--- src/rtl/mvau_stream_pkg.sv ---
// Shared types and helpers for the MVAU streaming output path.
// Optional out_last marker is enabled by defining MVAU_OUT_LAST_EN.
package mvau_stream_pkg;

  localparam int PE_DEFAULT    = 2;
  localparam int TDSTI_DEFAULT = 16;

  function automatic int out_width(input int pe, input int tdsti);
    return pe * tdsti;
  endfunction

  localparam int OUT_W_DEFAULT = out_width(PE_DEFAULT, TDSTI_DEFAULT);

  typedef logic [OUT_W_DEFAULT-1:0] out_word_t;

  // Counter width that never collapses to zero bits when n is 1.
  function automatic int clog2_min1(input int n);
    return (n <= 1) ? 1 : $clog2(n);
  endfunction

endpackage

--- src/rtl/mvau_sync_fifo.sv ---
// Synchronous FIFO with occupancy counter; caller guarantees no push when
// full (unless popping) and no pop when empty.
module mvau_sync_fifo #(
  parameter int WIDTH = 32,
  parameter int DEPTH = 4,
  localparam int AW = $clog2(DEPTH),
  localparam int CW = $clog2(DEPTH + 1)
) (
  input  logic             clk,
  input  logic             rst_n,
  input  logic             push,
  input  logic             pop,
  input  logic [WIDTH-1:0] din,
  output logic [WIDTH-1:0] dout,
  output logic [CW-1:0]    count,
  output logic             full,
  output logic             empty
);

  localparam logic [CW-1:0] DEPTH_C = CW'(DEPTH);

  logic [WIDTH-1:0] mem_q [DEPTH];
  logic [WIDTH-1:0] mem_d [DEPTH];
  logic [AW-1:0]    wr_ptr_q, wr_ptr_d;
  logic [AW-1:0]    rd_ptr_q, rd_ptr_d;
  logic [CW-1:0]    count_q, count_d;

  always_comb begin
    mem_d    = mem_q;
    wr_ptr_d = wr_ptr_q;
    rd_ptr_d = rd_ptr_q;
    count_d  = count_q;
    if (push) begin
      mem_d[wr_ptr_q] = din;
      wr_ptr_d        = wr_ptr_q + AW'(1);
    end
    if (pop) begin
      rd_ptr_d = rd_ptr_q + AW'(1);
    end
    if (push && !pop) begin
      count_d = count_q + CW'(1);
    end else if (pop && !push) begin
      count_d = count_q - CW'(1);
    end
  end

  always_ff @(posedge clk) begin
    mem_q <= mem_d;
    if (!rst_n) begin
      wr_ptr_q <= '0;
      rd_ptr_q <= '0;
      count_q  <= '0;
    end else begin
      wr_ptr_q <= wr_ptr_d;
      rd_ptr_q <= rd_ptr_d;
      count_q  <= count_d;
    end
  end

  assign count = count_q;
  assign full  = (count_q == DEPTH_C);
  assign empty = (count_q == '0);
  // Drive zero while empty so the output bus is quiet after reset.
  assign dout  = empty ? '0 : mem_q[rd_ptr_q];

endmodule

--- src/rtl/mvau_stream_output_block.sv ---
// MVAU output stage: buffers PE accumulator vectors and streams them out.
// Define MVAU_OUT_LAST_EN to add the out_last end-of-input-vector marker.
module mvau_stream_output_block
  import mvau_stream_pkg::*;
#(
  parameter int PE    = 2,
  parameter int TDstI = 16,
  parameter int NF    = 4,
  parameter int DEPTH = 4,
  parameter int OUT_W = out_width(PE, TDstI)
) (
  input  logic             clk,
  input  logic             rst_n,
  input  logic             acc_v,
  input  logic [OUT_W-1:0] acc_data,
  input  logic             out_rdy,
  output logic             out_v,
  output logic [OUT_W-1:0] out_data,
  output logic             stall,
  output logic             ovf_err
`ifdef MVAU_OUT_LAST_EN
  ,
  output logic             out_last
`endif
);

  localparam int CW  = $clog2(DEPTH + 1);
  localparam int NFW = clog2_min1(NF);
  localparam logic [CW-1:0]  NEAR_FULL = CW'(DEPTH - 1);
  localparam logic [NFW-1:0] NF_LAST   = NFW'(NF - 1);

  logic          push, pop, full, empty;
  logic [CW-1:0] count;
  logic          ovf_err_q, ovf_err_d;
  logic [NFW-1:0] nf_cnt_q, nf_cnt_d;

  // Handshake: a beat transfers on a cycle where out_v and out_rdy are both 1;
  // out_v never depends on out_rdy, and out_data is held while out_v & !out_rdy.
  assign pop  = out_v & out_rdy;
  assign push = acc_v & (~full | pop);

  mvau_sync_fifo #(
    .WIDTH (OUT_W),
    .DEPTH (DEPTH)
  ) u_fifo (
    .clk   (clk),
    .rst_n (rst_n),
    .push  (push),
    .pop   (pop),
    .din   (acc_data),
    .dout  (out_data),
    .count (count),
    .full  (full),
    .empty (empty)
  );

  assign out_v = ~empty;
  // One slot stays free for an accumulation that is already finishing.
  assign stall   = (count >= NEAR_FULL);
  assign ovf_err = ovf_err_q;

  always_comb begin
    ovf_err_d = ovf_err_q | (acc_v & full & ~pop);
    nf_cnt_d  = nf_cnt_q;
    if (pop) begin
      nf_cnt_d = (nf_cnt_q == NF_LAST) ? '0 : nf_cnt_q + NFW'(1);
    end
  end

  always_ff @(posedge clk) begin
    if (!rst_n) begin
      ovf_err_q <= 1'b0;
      nf_cnt_q  <= '0;
    end else begin
      ovf_err_q <= ovf_err_d;
      nf_cnt_q  <= nf_cnt_d;
      if (!pop) begin
        assert (nf_cnt_d == nf_cnt_q);
      end
    end
  end

`ifdef MVAU_OUT_LAST_EN
  assign out_last = out_v & (nf_cnt_q == NF_LAST);
`endif

endmodule

--- config.mk ---
export PLATFORM = sky130hd
export DESIGN_NAME = mvau_stream_output_block
export DESIGN_NICKNAME = d
export VERILOG_FILES = /design/src/rtl/mvau_stream_pkg.sv /design/src/rtl/mvau_sync_fifo.sv /design/src/rtl/mvau_stream_output_block.sv
export SDC_FILE = /design/constraint.sdc
export NUM_CORES = 1
export LEC_CHECK = 0
export ABC_AREA = 1
export ABC_CLOCK_PERIOD_IN_PS = 2100
export BUFFER_PORTS_ARGS = -buffer_cell sky130_fd_sc_hd__buf_2
export CORE_MARGIN = 4
export CORE_UTILIZATION = 52
export DETAILED_ROUTE_END_ITERATION = 10
export HOLD_SLACK_MARGIN = 0.02
export PLACE_DENSITY = 0.82
export SETUP_SLACK_MARGIN = 0.5
export SLEW_MARGIN = 40
export SYNTH_ARGS = -nofsm -noshare
export SYNTH_HDL_FRONTEND = slang
export SYNTH_HIERARCHICAL = 1
export SYNTH_SLANG_ARGS = --single-unit
--- constraint.sdc ---
create_clock -name clk -period 2.1 [get_ports clk]
set_input_delay 0.21 -clock clk [delete_from_list [all_inputs] [get_ports clk]]
set_output_delay 0.21 -clock clk [all_outputs]
set_load 0.1 [all_outputs]
### Word-level counts from Yosys, hierarchy flattened

Index checks and enable logic that the tools add are counted.

| cells by class | value |
|---|---|
| $add $sub $neg | 4 |
| $lt $le $gt $ge | 4 |
| equality and inequality tests | 1 |
| muxes and demuxes | 9 |
| bitwise logic cells | 11 |
| reduce and logical (&&, ||, !) cells | 7 |

Operators by type and width:

| operator | number |
|---|---|
| bitwise mux 128 bit | 1 |
| 2-to-1 mux 32 bit | 4 |
| binary-select mux 32 bit (select 2 bit) | 1 |
| demux 32 bit (select 2 bit) | 1 |
| greater-or-equal comparator 3 bit (second input constant) | 2 |
| 2-to-1 mux 3 bit | 2 |
| inverter 2 -> 3 bit | 2 |
| adder 2 x 1 -> 2 bit (second input constant) | 2 |
| bitwise AND 1 bit | 4 |
| adder 3 x 1 -> 3 bit (second input constant) | 1 |
| equality test 3 bit (second input constant) | 1 |
| greater-or-equal comparator 3 x 2 -> 1 bit (second input constant) | 1 |
| logical AND 1 bit | 3 |
| logical NOT 3 bit | 1 |
| less-than comparator 3 x 1 -> 1 bit (second input constant) | 1 |
| inverter 1 bit | 3 |
| subtractor 3 x 1 -> 3 bit (second input constant) | 1 |
| logical NOT 1 bit | 2 |
| OR 1 bit | 2 |
| nonzero test 2 bit | 1 |

| storage, ports and cells | value |
|---|---|
| register bits after elaboration | 136 |
| input bits | 36 |
| output and inout port bits | 35 |
| logic and storage cells | 44 |

### Longest topological paths before layout

| depth | value |
|---|---|
| depth in word-level cells | 9 |
| depth in mapped cells | 15 |

### By module

The synthesis kept the hierarchy.

Modules (own cells, without submodules):

| module | times used | cells each | area each (um^2) | sequential area each (um^2) |
|---|---|---|---|---|
| mvau_sync_fifo | 1 | 464 | 5459.0 | 3983.8 |
| mvau_stream_output_block | 1 | 12 | 76.3 | 20.0 |

### Least setup slack after synthesis

OpenSTA, ideal clock, no wires.

| timing path | value |
|---|---|
| kind | reg2reg |
| from | reg u_fifo.count_q[0], in the netlist u_fifo/count[0] |
| to | reg u_fifo/mem_q[0] (netlist bit), enable pin |
| data arrival time | 2165 ps |
| data required time | 1713 ps |
| setup slack | -452 ps |
| cell stages (with the launch flop) | 8 |
| period minus slack after synthesis | 2552 ps |
| path through | dfxtp_1 nor3_2 buf_2 inv_2 nand2_2 a21boi_1 nand2_1 inv_1 |

| between the ends | value |
|---|---|
| longest elaborated chain between the ends | 5 |
| elaborated cells between the ends (all ways) | 7 |
| those cells by class | eq/ne: 1; bitwise: 5; reduce/logical: 1 |

Ends and longest elaborated chain:

| item | line | text |
|---|---|---|
| from (decl) | mvau_sync_fifo.sv:26 | `logic [CW-1:0] count_q, count_d;` |
| from (signal assigned) | mvau_sync_fifo.sv:56 | `count_q <= count_d;` |
| logical NOT 3 bit | mvau_sync_fifo.sv:62 | `assign empty = (count_q == '0);` |
| named net empty | mvau_stream_output_block.sv:32 | `logic push, pop, full, empty;` |
| inverter 1 bit | mvau_stream_output_block.sv:57 | `assign out_v = ~empty;` |
| named net out_v | mvau_stream_output_block.sv:17 | `output logic out_v,` |
| bitwise AND 1 bit | mvau_stream_output_block.sv:39 | `assign pop = out_v & out_rdy;` |
| OR 1 bit | mvau_stream_output_block.sv:40 | `assign push = acc_v & (~full \| pop);` |
| bitwise AND 1 bit | mvau_stream_output_block.sv:40 |  |
| named net push | mvau_stream_output_block.sv:32 |  |
| to (signal assigned) | mvau_sync_fifo.sv:48 | `mem_q <= mem_d;` |
| to (decl) | mvau_sync_fifo.sv:22 | `logic [WIDTH-1:0] mem_q [DEPTH];` |

The timed path passes the listed nets, and every way through them passes these cells.
A chain may end at the register's enable or synchronous reset.

### Worst setup path in the final report

| timing path | value |
|---|---|
| from | reg u_fifo.rd_ptr_q[0] |
| to | out out_data[31] |

| between the ends | value |
|---|---|
| longest elaborated chain between the ends | 5 |

Ends and longest elaborated chain:

| item | line | text |
|---|---|---|
| from (decl) | mvau_sync_fifo.sv:25 | `logic [AW-1:0] rd_ptr_q, rd_ptr_d;` |
| from (signal assigned) | mvau_sync_fifo.sv:55 | `rd_ptr_q <= rd_ptr_d;` |
| inverter 2 -> 3 bit (not written as such) | mvau_sync_fifo.sv:64 | `assign dout = empty ? '0 : mem_q[rd_ptr_q];` |
| binary-select mux 32 bit (select 2 bit) | mvau_sync_fifo.sv:64 |  |
| 2-to-1 mux 32 bit (not written as such) (2 in series) | mvau_sync_fifo.sv:64 |  |
| 2-to-1 mux 32 bit | mvau_sync_fifo.sv:64 |  |
| to (decl) | mvau_stream_output_block.sv:18 | `output logic [OUT_W-1:0] out_data,` |

Every way passes these cells. The select of a mux whose other input is x is not followed.

==> impl_metrics.csv <==
group,metric,value,unit
outcome,status,"finished with violations",
outcome,violations,"negative setup slack",
synth,synthTopCellsByArea,"edfxtp_1, nand2_1, nor2_1",
route,avgRoutedWirePerCell,24.1,um
layout,fillers,394,
setup_path,cp_slowest_stage_delay,0.44,ns
grt,grt_max_degree,32,
floorplan,die_w,111,um
setup_path,crit_type,"reg2out",
sta,worst_slack,-0.131,ns
sta,relSlewSlack,0.679,
grt,first_global_vias,4653,
power,totalPowerFinal,0.0157,W
layout,regArea,4020,um2
route,viasPerCell,5.80,
setup_path,cp_slowest_cell,"dfxtp_4",
cts,cts_buffers,17,
floorplan,pin_count,71,
power,power_density,1730,nW/um2
synth,synth.top_cell.area_share,0.694,
setup_path,cp-start-kind,"flip-flop",
layout,nets,684,
power,ir_drop,1.47,mV
route,vias,4584,
synth,ys_warn_count,6,
setup_path,crit_chain,"buf_4 -> clkbuf_16 -> nand2_1 -> nand2_1 -> nand2_1 -> a21oi_2 -> buf_12",
floorplan,initial_utilization,0.536,
sta,setup_violations,15,
cts,cts_htree_levels,4,
synth,post-synth-top-area-cell,"edfxtp_1",
cts,clock_path_buffers,2,
sta,max_clock_freq,448,MHz
synth,ys_seq_area_frac,0.723,
sta,finalMaxSlewViolations,0,
setup_path,crit_required,1.89,ns
synth,syn_nets,518,
layout,fin_util,0.879,
route,ant_nets,0,
grt,grt_pass1_wl,25200,um
grt,gr-total-overflow,0,
layout,drive_gt1_frac,0.422,
synth,synth_area,5540,um2
setup_path,cp-end-kind,"output pin",
grt,antenna_found_initial,0,
placement,place_area,6670,um2
layout,diodes,0,
cts,clkLatencyLatePin,0.53,ns
sta,min_period,2.23,ns
grt,grtUsageTotal,0.272,
cts,cts.reportedPaths.clkPinSlew,0.06,ns
synth,postSynthAreaPerCell,11.6,um2
sta,skew,0.00746,ns
cts,cts_tree,"done",
setup_path,crit_top_cell,"nand2_1",
sta,rsz0062_at_grt,"true",
layout,post-route-cell-area,9070,um2
setup_path,cp_max_fo,12,
floorplan,rows,37,
power,p_leak,3.49,nW
synth,yosysUniqueCellTypes,24,
setup_path,cp.arrival,2.02,ns
placement,dp.cells,674,
layout,multi_input_area,1870,um2
sta,min_period_over_period,1.06,
sta,finalHoldViolations,0,
placement,io_buffer_count,70,
placement,place_congestion,0.743,
synth,synth-seq-cells,136,
layout,finalNonFillerCells,790,
route,routed_wl,19000,um
floorplan,design.die.area,12400,um2
synth,netlist_instances,476,
layout,area_growth_syn_to_layout,63.9,%
floorplan,coreArea,10300,um2
route,firstDrtPassIters,6,
route,drtIter0Drc,562,
floorplan,die_h,111,um
route,drc,0,
flow_run,drv_cap,0,
sta,worst_pin_slew,0.485,ns
placement,hpwl,7240,um
cts,cts-root-buf,"clkbuf_8",
worst_hold_path,hp-class,"in2reg",
cts,clock_sinks,136,
flip-flops by register name, indices dropped and copies added (netlist names):
signal / cells
u_fifo/mem_q: 128
u_fifo/count: 3
u_fifo/rd_ptr_q: 2
u_fifo/wr_ptr_q: 2
ovf_err: 1
cells by family after synthesis:
| kind of cell | count (synthesis) | share of synthesized area |
|---|---|---|
| AO/OA/AOI/OAI | 77 | 0.0712 |
| adder cells (fa/ha/maj) | 6 | 0.0149 |
| buffers and inverters | 45 | 0.0443 |
| flip-flops | 136 | 0.723 |
| AND/OR/NAND/NOR | 212 | 0.146 |
critical path: cells and delay by family, from the launching register on:
family | cells | cell delay [ns]
AO/OA/AOI/OAI | 1 | 0.23
buffers and inverters | 3 | 0.52
flip-flops | 1 | 0.44
AND/OR/NAND/NOR | 3 | 0.29
cells in the mapped netlist:
cell	number
nand2_1	140
edfxtp_1	128
nor2_1	67
a21oi_1	37
o21ai_0	20
inv_1	18
o21ai_1	17
buf_2	10
dfxtp_1	8
buf_6	6
buf_4	5
ha_1	5
inv_2	3
clkbuf_1	2
a21boi_1	1
a21o_1	1
a21oi_2	1
buf_1	1
fa_1	1
nand2_2	1
nand3_1	1
nand4_1	1
nor3_1	1
nor3_2	1
power by group:
part	total, W	internal (W)	leakage, nW	switching [W]
Combinational	0.00919	0.00336	1.97	0.00583
Clock	0.00301	0.00181	0.283	0.00120
Sequential	0.00346	0.00330	1.24	0.000153
through the flow:
stage               setup WS (ns)  setup TNS (ns)  hold slack, ns
floorplan                  0.0359               0           0.309
global placement            0.183               0           0.421
detailed placement         0.0665               0           0.429
CTS                        0.0187               0          0.0392
global route               -0.177           -2.10          0.0573
finish                     -0.131          -0.677          0.0548
cells in the final DEF (no fill, tap or decap), types with 2 or more instances in the layout:
cell / instances
a21oi_1: 4
a21oi_2: 7
a21oi_4: 27
buf_12: 54
buf_16: 11
buf_2: 36
buf_4: 18
buf_6: 13
buf_8: 3
bufinv_16: 3
clkbuf_16: 18
clkinv_1: 3
clkinv_8: 2
clkinvlp_4: 5
dfxtp_1: 3
dfxtp_4: 5
dlygate4sd3_1: 33
edfxtp_1: 128
ha_1: 4
inv_1: 8
inv_2: 2
inv_4: 2
inv_6: 9
nand2_1: 122
nand2_2: 14
nand2_4: 4
nor2_1: 51
nor2_2: 13
nor2_4: 3
nor3_4: 2
o21ai_0: 2
o21ai_1: 18
o21ai_2: 16
repair_timing:
action                                  4_1_cts  5_1_grt
pin swaps                                    18       30
gates cloned                                 11        3
endpoints found under the setup margin      165      166
hold buffers                                 33        0
endpoints found under the hold margin       136        0
buffers inserted                             25       13
resized for setup                           162       70
final cells by class:
type | instances | area share
sequential | 136 | 0.444
tap | 136 | 0.0188
timing repair inverter | 1 | 0.000966
inverter | 21 | 0.0161
timing repair buffer | 170 | 0.250
clock inverter | 14 | 0.0188
clock buffer | 17 | 0.0457
multi-input combinational | 295 | 0.206
metal layers:
metal,up-vias,GRT usage,wire length [um]
met3,57,0.0759,1860
li1,1968,-,-
met1,2182,0.301,6490
met4,0,0.127,693
met5,-,0,0
met2,377,0.483,10000
path summary, 6_finish.rpt:
path                      start               to  slack [ns]  depth (start not counted)
max          u_fifo/rd_ptr_q[0]     out_data[31]       -0.13                          7
min                       acc_v          ovf_err        0.05                          5
max reg2reg     u_fifo/count[0]  u_fifo/count[2]       -0.03                         16
min reg2reg             ovf_err          ovf_err        0.46                          2
Power figures use the tool's default switching activity.
